`src/rtl/alu_issue_buffer_pkg.sv`:
```
// Shared types for the ALU issue buffer: the functional-unit packet and
// the default issue / ALU widths used by the buffer and its selector.
package alu_issue_buffer_pkg;

  localparam int ISSUE_W    = 2;
  localparam int NUM_FU_ALU = 2;
  localparam int TAG_W      = 8;
  localparam int DATA_W     = 16;

  typedef struct packed {
    logic              valid;
    logic [TAG_W-1:0]  tag;
    logic [DATA_W-1:0] data;
  } FU_PACKET;

endpackage

```
`src/rtl/alu_issue_buffer_select.sv`:
```
// Oldest-first mapping of the head window of a queue onto the available
// functional units: the i-th available unit (counting from index 0) gets
// the i-th oldest entry, as long as that many entries are held.
module alu_issue_select
  import alu_issue_buffer_pkg::*;
#(
  parameter int NUM_FU = NUM_FU_ALU,
  parameter int CW     = 4
) (
  input  FU_PACKET [NUM_FU-1:0] window,
  input  logic [CW-1:0]         count,
  input  logic [NUM_FU-1:0]     avail,
  output FU_PACKET [NUM_FU-1:0] fu_packet,
  output logic [CW-1:0]         k
);

  // Walk units in index order, handing out head entries until the queue runs dry.
  always_comb begin
    int rank;
    rank      = 0;
    fu_packet = '0;
    for (int i = 0; i < NUM_FU; i++) begin
      if (avail[i] && (rank < int'(count))) begin
        for (int j = 0; j < NUM_FU; j++) begin
          if (j == rank) fu_packet[i] = window[j];
        end
        fu_packet[i].valid = 1'b1;
        rank++;
      end
    end
    k = CW'(rank);
  end

endmodule

```
`src/rtl/alu_issue_buffer.sv`:
```
// Circular issue buffer between the reservation station and the ALUs.
// Packets are compacted on entry, held in strict age order, and handed to
// available ALUs oldest-first straight from registered state.
module alu_issue_buffer
  import alu_issue_buffer_pkg::*;
#(
  parameter int N      = ISSUE_W,
  parameter int NUM_FU = NUM_FU_ALU,
  parameter int DEPTH  = 8
) (
  input  logic                       clock,
  input  logic                       reset,
  input  logic                       squash,
  input  FU_PACKET [N-1:0]           rs_packet,
  input  logic [NUM_FU-1:0]          alu_avail,
  output FU_PACKET [NUM_FU-1:0]      fu_alu_packet,
  output logic [$clog2(DEPTH+1)-1:0] free_slots,
  output logic                       overflow
);

  localparam int PW = $clog2(DEPTH);
  localparam int CW = $clog2(DEPTH+1);

  logic [PW-1:0]         head;
  logic [PW-1:0]         tail;
  logic [CW-1:0]         count;
  FU_PACKET              mem [DEPTH];

  FU_PACKET [NUM_FU-1:0] window;
  logic [NUM_FU-1:0]     avail_eff;
  logic [CW-1:0]         k;
  logic [CW-1:0]         accepted;
  logic [N-1:0]          wr_en;
  logic [PW-1:0]         wr_off [N];
  logic                  drop;
  logic                  live;

  // Nothing moves in or out while reset is held or a flush is in progress.
  assign live       = reset && !squash;
  assign avail_eff  = live ? alu_avail : '0;
  assign free_slots = CW'(DEPTH) - count;

  // Present the oldest NUM_FU entries to the selector.
  always_comb begin
    for (int j = 0; j < NUM_FU; j++) begin
      window[j] = mem[head + PW'(j)];
    end
  end

  alu_issue_select #(
    .NUM_FU (NUM_FU),
    .CW     (CW)
  ) u_select (
    .window    (window),
    .count     (count),
    .avail     (avail_eff),
    .fu_packet (fu_alu_packet),
    .k         (k)
  );

  // Compact valid slots onto consecutive tail offsets, limited by registered free space.
  always_comb begin
    int acc;
    acc  = 0;
    drop = 1'b0;
    for (int i = 0; i < N; i++) begin
      wr_en[i]  = 1'b0;
      wr_off[i] = '0;
      if (live && rs_packet[i].valid) begin
        if (acc < int'(free_slots)) begin
          wr_en[i]  = 1'b1;
          wr_off[i] = PW'(acc);
          acc++;
        end else begin
          drop = 1'b1;
        end
      end
    end
    accepted = CW'(acc);
  end

  // Pointer, occupancy and sticky overflow bookkeeping.
  always_ff @(posedge clock) begin
    if (!reset) begin
      head     <= '0;
      tail     <= '0;
      count    <= '0;
      overflow <= 1'b0;
    end else if (squash) begin
      head  <= '0;
      tail  <= '0;
      count <= '0;
    end else begin
      head  <= head + PW'(k);
      tail  <= tail + PW'(accepted);
      count <= count + accepted - k;
      if (drop) overflow <= 1'b1;
    end
  end

  // Entry storage; occupancy alone decides which entries are live.
  always_ff @(posedge clock) begin
    for (int i = 0; i < N; i++) begin
      if (wr_en[i]) mem[tail + wr_off[i]] <= rs_packet[i];
    end
  end

endmodule

```
`config.mk`:
```
export PLATFORM = sky130hd
export DESIGN_NAME = alu_issue_buffer
export DESIGN_NICKNAME = d
export VERILOG_FILES = /design/src/rtl/alu_issue_buffer_pkg.sv /design/src/rtl/alu_issue_buffer_select.sv /design/src/rtl/alu_issue_buffer.sv
export SDC_FILE = /design/constraint.sdc
export NUM_CORES = 1
export LEC_CHECK = 0
export CAP_MARGIN = 10
export CORE_MARGIN = 2
export CORE_UTILIZATION = 59
export DETAILED_ROUTE_END_ITERATION = 8
export PLACE_DENSITY_LB_ADDON = 0.1
export SLEW_MARGIN = 20
export SYNTH_ARGS = -nofsm -noshare
export SYNTH_HDL_FRONTEND = slang
export SYNTH_SLANG_ARGS = --single-unit
export TNS_END_PERCENT = 20
```
`constraint.sdc`:
```
create_clock -name clock -period 6.95 [get_ports clock]
set_input_delay 1.39 -clock clock [delete_from_list [all_inputs] [get_ports clock]]
set_output_delay 1.39 -clock clock [all_outputs]
set_load 0.01 [all_outputs]
```
# Yosys cells after proc, flatten, opt, wreduce, memory -nomap -nowiden
# Memory sizes are Yosys's and may differ from the RTL's. A register that Yosys moved wholly into a read port is not among the register bits.
# Cells that the tools add are included.
[totals] memories=1 ff_bits=11 in_bits=55 output_inout_bits=55 elab_cells=56 mem_bits_rw=200
[classes] n_bitwise=2 n_eq_ne=1 magnitude_cmp=4 n_addsub=9 mux=26 n_reduce_logical=9
[mem_list] name="mem" words=8 width=25 read_ports=2 rd_clocked_by_memory_dff=1 write_ports=2 line="alu_issue_buffer.sv:27" source="FU_PACKET mem [DEPTH];"
[ops] op="$mux 25" n=2
[ops] op="$mux 24" n=2
[ops] op="$logic_not 32->1" n=1
[ops] op="$lt 32x5->1" n=1
[ops] op="$mux 1" n=15
[ops] op="$mux 4" n=3
[ops] op="$add 3x3->3" n=3
[ops] op="$mux 3" n=3
[ops] op="$lt 1x4->1 const A" n=2
[ops] op="$logic_and 1x1->1" n=5
[ops] op="$add 1x1->2 const B" n=2
[ops] op="$add 4x4->4" n=1
[ops] op="$lt 1x4->1" n=1
[ops] op="$sub 4x4->4" n=1
[ops] op="$sub 4x4->4 const A" n=1
[ops] op="$add 3x1->3 const B" n=1
[ops] op="$mux 2" n=1
[ops] op="$not 1->1" n=2
[ops] op="$reduce_and 2->1" n=1
[ops] op="$reduce_or 2->1" n=1
[ops] op="$eq 1x1->1 const A" n=1
[ops] op="$logic_not 1->1" n=1

# Longest topological paths before layout
[depth] depth_word=10 depth_mapped=16 mapped_depth_nobuf=15

# Cells and area by module
# From an unflattened synthesis, not the netlist that was laid out.
[unflattened] hier_cells=787 hier_area_um2=13065.0
[by_module_without_submodules] module="alu_issue_buffer" seq_area_each_um2=6226.0 area_per_inst_um2=12530.8 instances=1 cells_each=717
[by_module_without_submodules] module="alu_issue_select" seq_area_each_um2=0.0 area_per_inst_um2=534.3 instances=1 cells_each=70

# Least setup slack after synthesis
# Ideal clock, no wire load.
[synth_timing] kind="input -> register" startpoint="in squash" endpoint="mem mem[0][0] (netlist name), enable pin" path_buffers=2 t_arrival_ps=4832 setup_ps=438 path_slack_ps=1679 t_required_ps=6512 stages=14 cell_sequence="nand3b_4 a211o_1 buf_6 or2_2 ha_1 nand3_1 inv_1 ha_1 ha_1 nand4bb_1 nor3_1 o21ai_4 buf_6 o21ai_0"
[synth_rtl] item="from (decl)" line="alu_issue_buffer.sv:13" source="input logic squash,"
[synth_rtl] item="to (decl)" line="alu_issue_buffer.sv:27"

==> Implementation_results.wiki <==
{| class="wikitable"
! Metric !! Value
|-
| Status || completed
|-
| Final setup violation count || 0
|-
| Die boundary width || around 150 µm
|-
| Count of hold-fix buffers inserted at cts || 0
|-
| Post-cts repair resize count || 0
|-
| Cell with the largest stage delay on the worst path || sky130_fd_sc_hd__clkdlybuf4s50_1
|-
| Switching power as a share of total power || 23.19%
|-
| Instance count of the mapped netlist || about 810
|-
| Clock Latency Late Sink || around 0.51 ns
|-
| Cell Int Power || between 2 and 2.5 mW
|-
| Final period demand of the worst path || 5.589 ns
|-
| Slew HR || between 20% and 30%
|-
| Final HPWL DP || 19.77 mm
|-
| Antenna cells || 0
|-
| CP cell instances || clkdlybuf4s50_1 > nor2b_1 > buf_4 > nand3_2 > inv_1 > buf_4 > and3_1 > a211oi_1 > clkdlybuf4s50_1
|-
| Total global routing track utilization || 29.25%
|-
| Final standard cell area without fillers || between 10000 and 15000 µm²
|-
| Warning count from the yosys run || 0
|-
| Arr. time, crit path || around 4.2 ns
|-
| Clock tree root buffer cell || sky130_fd_sc_hd__clkbuf_16
|-
| Final estimated routing congestion in global placement || roughly 0.85
|-
| Number of flops mapped to enable cells by yosys || roughly 190
|-
| Clock Power Share || around two fifths
|-
| Initial core utilization || 60.64%
|-
| Portion of the clock cycle consumed by the worst path in the final layout || between 80% and 90%
|-
| Number of buffers inserted by post-CTS setup repair || 0
|-
| Port-buffer cells || ~110
|-
| Number of global-route vias before repair || about 8.4k
|-
| Routed WL per cell || between 20 and 30 µm
|-
| Combinational group share of total power || 12.1%
|-
| Post-route core utilization || 69.98%
|-
| Leakage power || 5.201 nW
|-
| Worst-Margin Slew || ~1.1 ns
|-
| Router iterations before antenna repair || 5
|-
| Fmax || 178.9 MHz
|-
| Seq pwr share || 48.7%
|-
| Setup repair after global routing missed its margin || false
|-
| Total number of vias || between 7k and 8k
|-
| Final-layout fill cell count || between 1k and 1.5k
|-
| Avg Synthesized Cell Area || 15.88 µm²
|-
| Maximum number of pins on one net before global-route repair || 65
|-
| First-pass GRT wire length || 49.52 mm
|-
| Number of max-slew violations in the final report || 0
|-
| Maximum Capacitance Violations || 0
|-
| TritonCTS clock tree || done
|-
| Number of buffers and inverters on the critical path || 5
|-
| Antenna viol nets, final || 0
|-
| CP Capture Type || output port
|-
| Grt total ovfl || 0
|-
| Count of different cell masters after synthesis || between 40 and 50
|-
| Core Rows || 53
|-
| Crit-path max FO || 16
|-
| Setup skew after layout || between 0.009 and 0.01 ns
|-
| Kind of cell adding the most delay to the critical path || buffers and inverters
|-
| Initial antenna violation count || 0
|-
| Total die area || between 20000 and 25000 µm²
|-
| Vias per std cell || about 6.7
|-
| Post-route setup TNS || 0 ns
|-
| DR iter-0 viols || just over 700
|-
| Maximum cell stage delay along the critical path || just over 0.6 ns
|-
| Area growth from synthesis to layout || 15.40%
|-
| Synthesized Nets || 881
|-
| Number of top-level pins || 110
|-
| Kind of launch point of the worst setup path || primary input
|-
| Kind of path behind the tightest hold check || reg2reg
|-
| Clock net sink count || 203
|-
| Die height || 151.5 µm
|-
| Drt drc || 0
|-
| Hold violation count in the final report || 0
|-
| Proportion of layout cells with a drive suffix above 1 || 39.89%
|-
| Maximum resistive drop on vdd || between 0.00015 and 0.0002 V
|-
| Fraction of the yosys area taken by sequential cells || a little under half
|-
| Critical path type || in2out
|-
| Post-synthesis cell area || between 10000 and 15000 µm²
|-
| Core footprint || around 21000 µm²
|-
| Area after detailed placement || about 14000 µm²
|-
| Num CTS Buffers || 22
|-
| Worst-path clk slew || around 0.060 ns
|-
| Buffers from clock root to sink, at most || 3
|-
| Main flop type after synthesis || sky130_fd_sc_hd__edfxtp_1
|-
| P per Cell Area || ~190 nW/µm²
|-
| Nets || slightly below 1k
|-
| Synthesized flop and latch total || 203
|-
| Net switching component of the power || around 650 µW
|-
| Final WL || about 32 mm
|-
| CP Data Required Time || between 5 and 6 ns
|-
| Async set-or-reset flop fraction in the synthesized netlist || 0%
|-
| Max H-tree Level || 1
|}
==> registers in the layout, indices dropped and copies added (netlist names) <==
signal and flops:
tail 3, count 4, overflow 1, head 3
mem 192
==> kinds of logic after synthesis <==
kind of cell | after synthesis | share of synthesized area [%]
adder cells (fa/ha/maj) | 18 | 1.990
AND/OR/NAND/NOR | 140 | 5.219
flip-flops | 203 | 46.66
AO/OA/AOI/OAI | 52 | 3.726
XOR/XNOR | 10 | 0.6828
buffers and inverters | 73 | 3.911
multiplexers | 312 | 37.81
==> layout by cell type (no fill, tap or decap), types with 12 or more instances in the layout <==
cell type                         synthesis  final
sky130_fd_sc_hd__a211oi_1                24     24
sky130_fd_sc_hd__and3_1                  24     24
sky130_fd_sc_hd__buf_4                    2     25
sky130_fd_sc_hd__clkbuf_16                0     23
sky130_fd_sc_hd__clkdlybuf4s50_1          0    109
sky130_fd_sc_hd__edfxtp_1               192    192
sky130_fd_sc_hd__ha_1                    14     13
sky130_fd_sc_hd__inv_1                   12     12
sky130_fd_sc_hd__mux2_2                 113    113
sky130_fd_sc_hd__mux2_4                  76     76
sky130_fd_sc_hd__mux2i_1                 24     24
sky130_fd_sc_hd__mux4_2                  96     96
sky130_fd_sc_hd__nand2_1                 52     52
sky130_fd_sc_hd__nor2_1                  34     34
==> synthesized netlist by cell type (all sizes together), types with 2 or more instances <==
master / n / area (µm²)
mux2i: 24 / 240.2
o41ai: 6 / 52.55
a211oi: 24 / 180.2
and2: 8 / 50.05
inv: 12 / 45.04
mux4: 96 / 2162
nor3: 6 / 30.03
mux2: 192 / 2447
o211ai: 4 / 85.08
nor2: 34 / 127.6
nand2b: 2 / 12.51
nand2: 52 / 195.2
or3: 2 / 12.51
and3: 24 / 150.1
xor2: 2 / 17.52
buf: 40 / 377.9
xnor2: 8 / 70.07
fa: 4 / 80.08
dfxtp: 11 / 220.2
ha: 14 / 175.2
edfxtp: 192 / 5766
nand3: 5 / 25.02
clkbuf: 21 / 78.83
o21ai: 8 / 85.07
a31oi: 2 / 12.51
==> power by group through the flow <==
| stage | logic (mW) | registers, mW | clock network (mW) |
|---|---|---|---|
| after floorplan | 0.216 | 1.39 | 0 |
| after global placement | 0.324 | 1.40 | 0 |
| after detailed placement | 0.337 | 1.40 | 0 |
| after CTS | 0.340 | 1.37 | 1.12 |
| after global routing | 0.365 | 1.38 | 1.17 |
| final | 0.340 | 1.37 | 1.11 |
==> path summary, 6_finish.rpt <==
| path | endpoint | depth (start not counted) | start | slack (ns) |
|---|---|---|---|---|
| max reg2reg | mem[0][4] | 14 | count[0] | 2.10 |
| min | overflow | 1 | overflow | 0.52 |
| min reg2reg | overflow | 1 | overflow | 0.52 |
| max | fu_alu_packet[47] | 9 | reset | 1.36 |
==> through the flow <==
step	power [mW]	cells	setup slack, ns	hold WS [ns]
3_5_place_dp	1.738	1156	1.115	0.4891
6_report	2.824	1195	1.361	0.5178
5_1_grt	2.914	1195	1.273	0.5458
2_1_floorplan	1.609	808	1.679	0.5304
3_3_place_gp	1.724	1156	1.143	0.4789
4_1_cts	2.834	1195	1.442	0.5177
==> cell type report <==
| cell class | count | area (µm²) | share of cell area (%) |
|---|---|---|---|
| Clock buffer | 25 | 583.1 | 3.939 |
| Clock inverter | 14 | 92.59 | 0.6255 |
| Inverter | 12 | 45.04 | 0.3043 |
| Multi-Input combinational cell | 532 | 6465 | 43.67 |
| Sequential cell | 203 | 5995 | 40.50 |
| Tap cell | 275 | 344.1 | 2.324 |
| Timing Repair Buffer | 134 | 1279 | 8.638 |
==> routing by layer <==
metal | wire length (µm) | share of wire [%] | vias to the layer above | global-route usage [%]
li1 | - | - | 3448 | -
met1 | 12800 | 40 | 4105 | 39.30
met2 | 16440 | 51 | 373 | 50.54
met3 | 2281 | 7.0 | 68 | 3.234
met4 | 859 | 2.7 | 0 | 9.206
met5 | 0 | 0 | - | 0
Note: power is estimated with default switching activity, not from simulation.
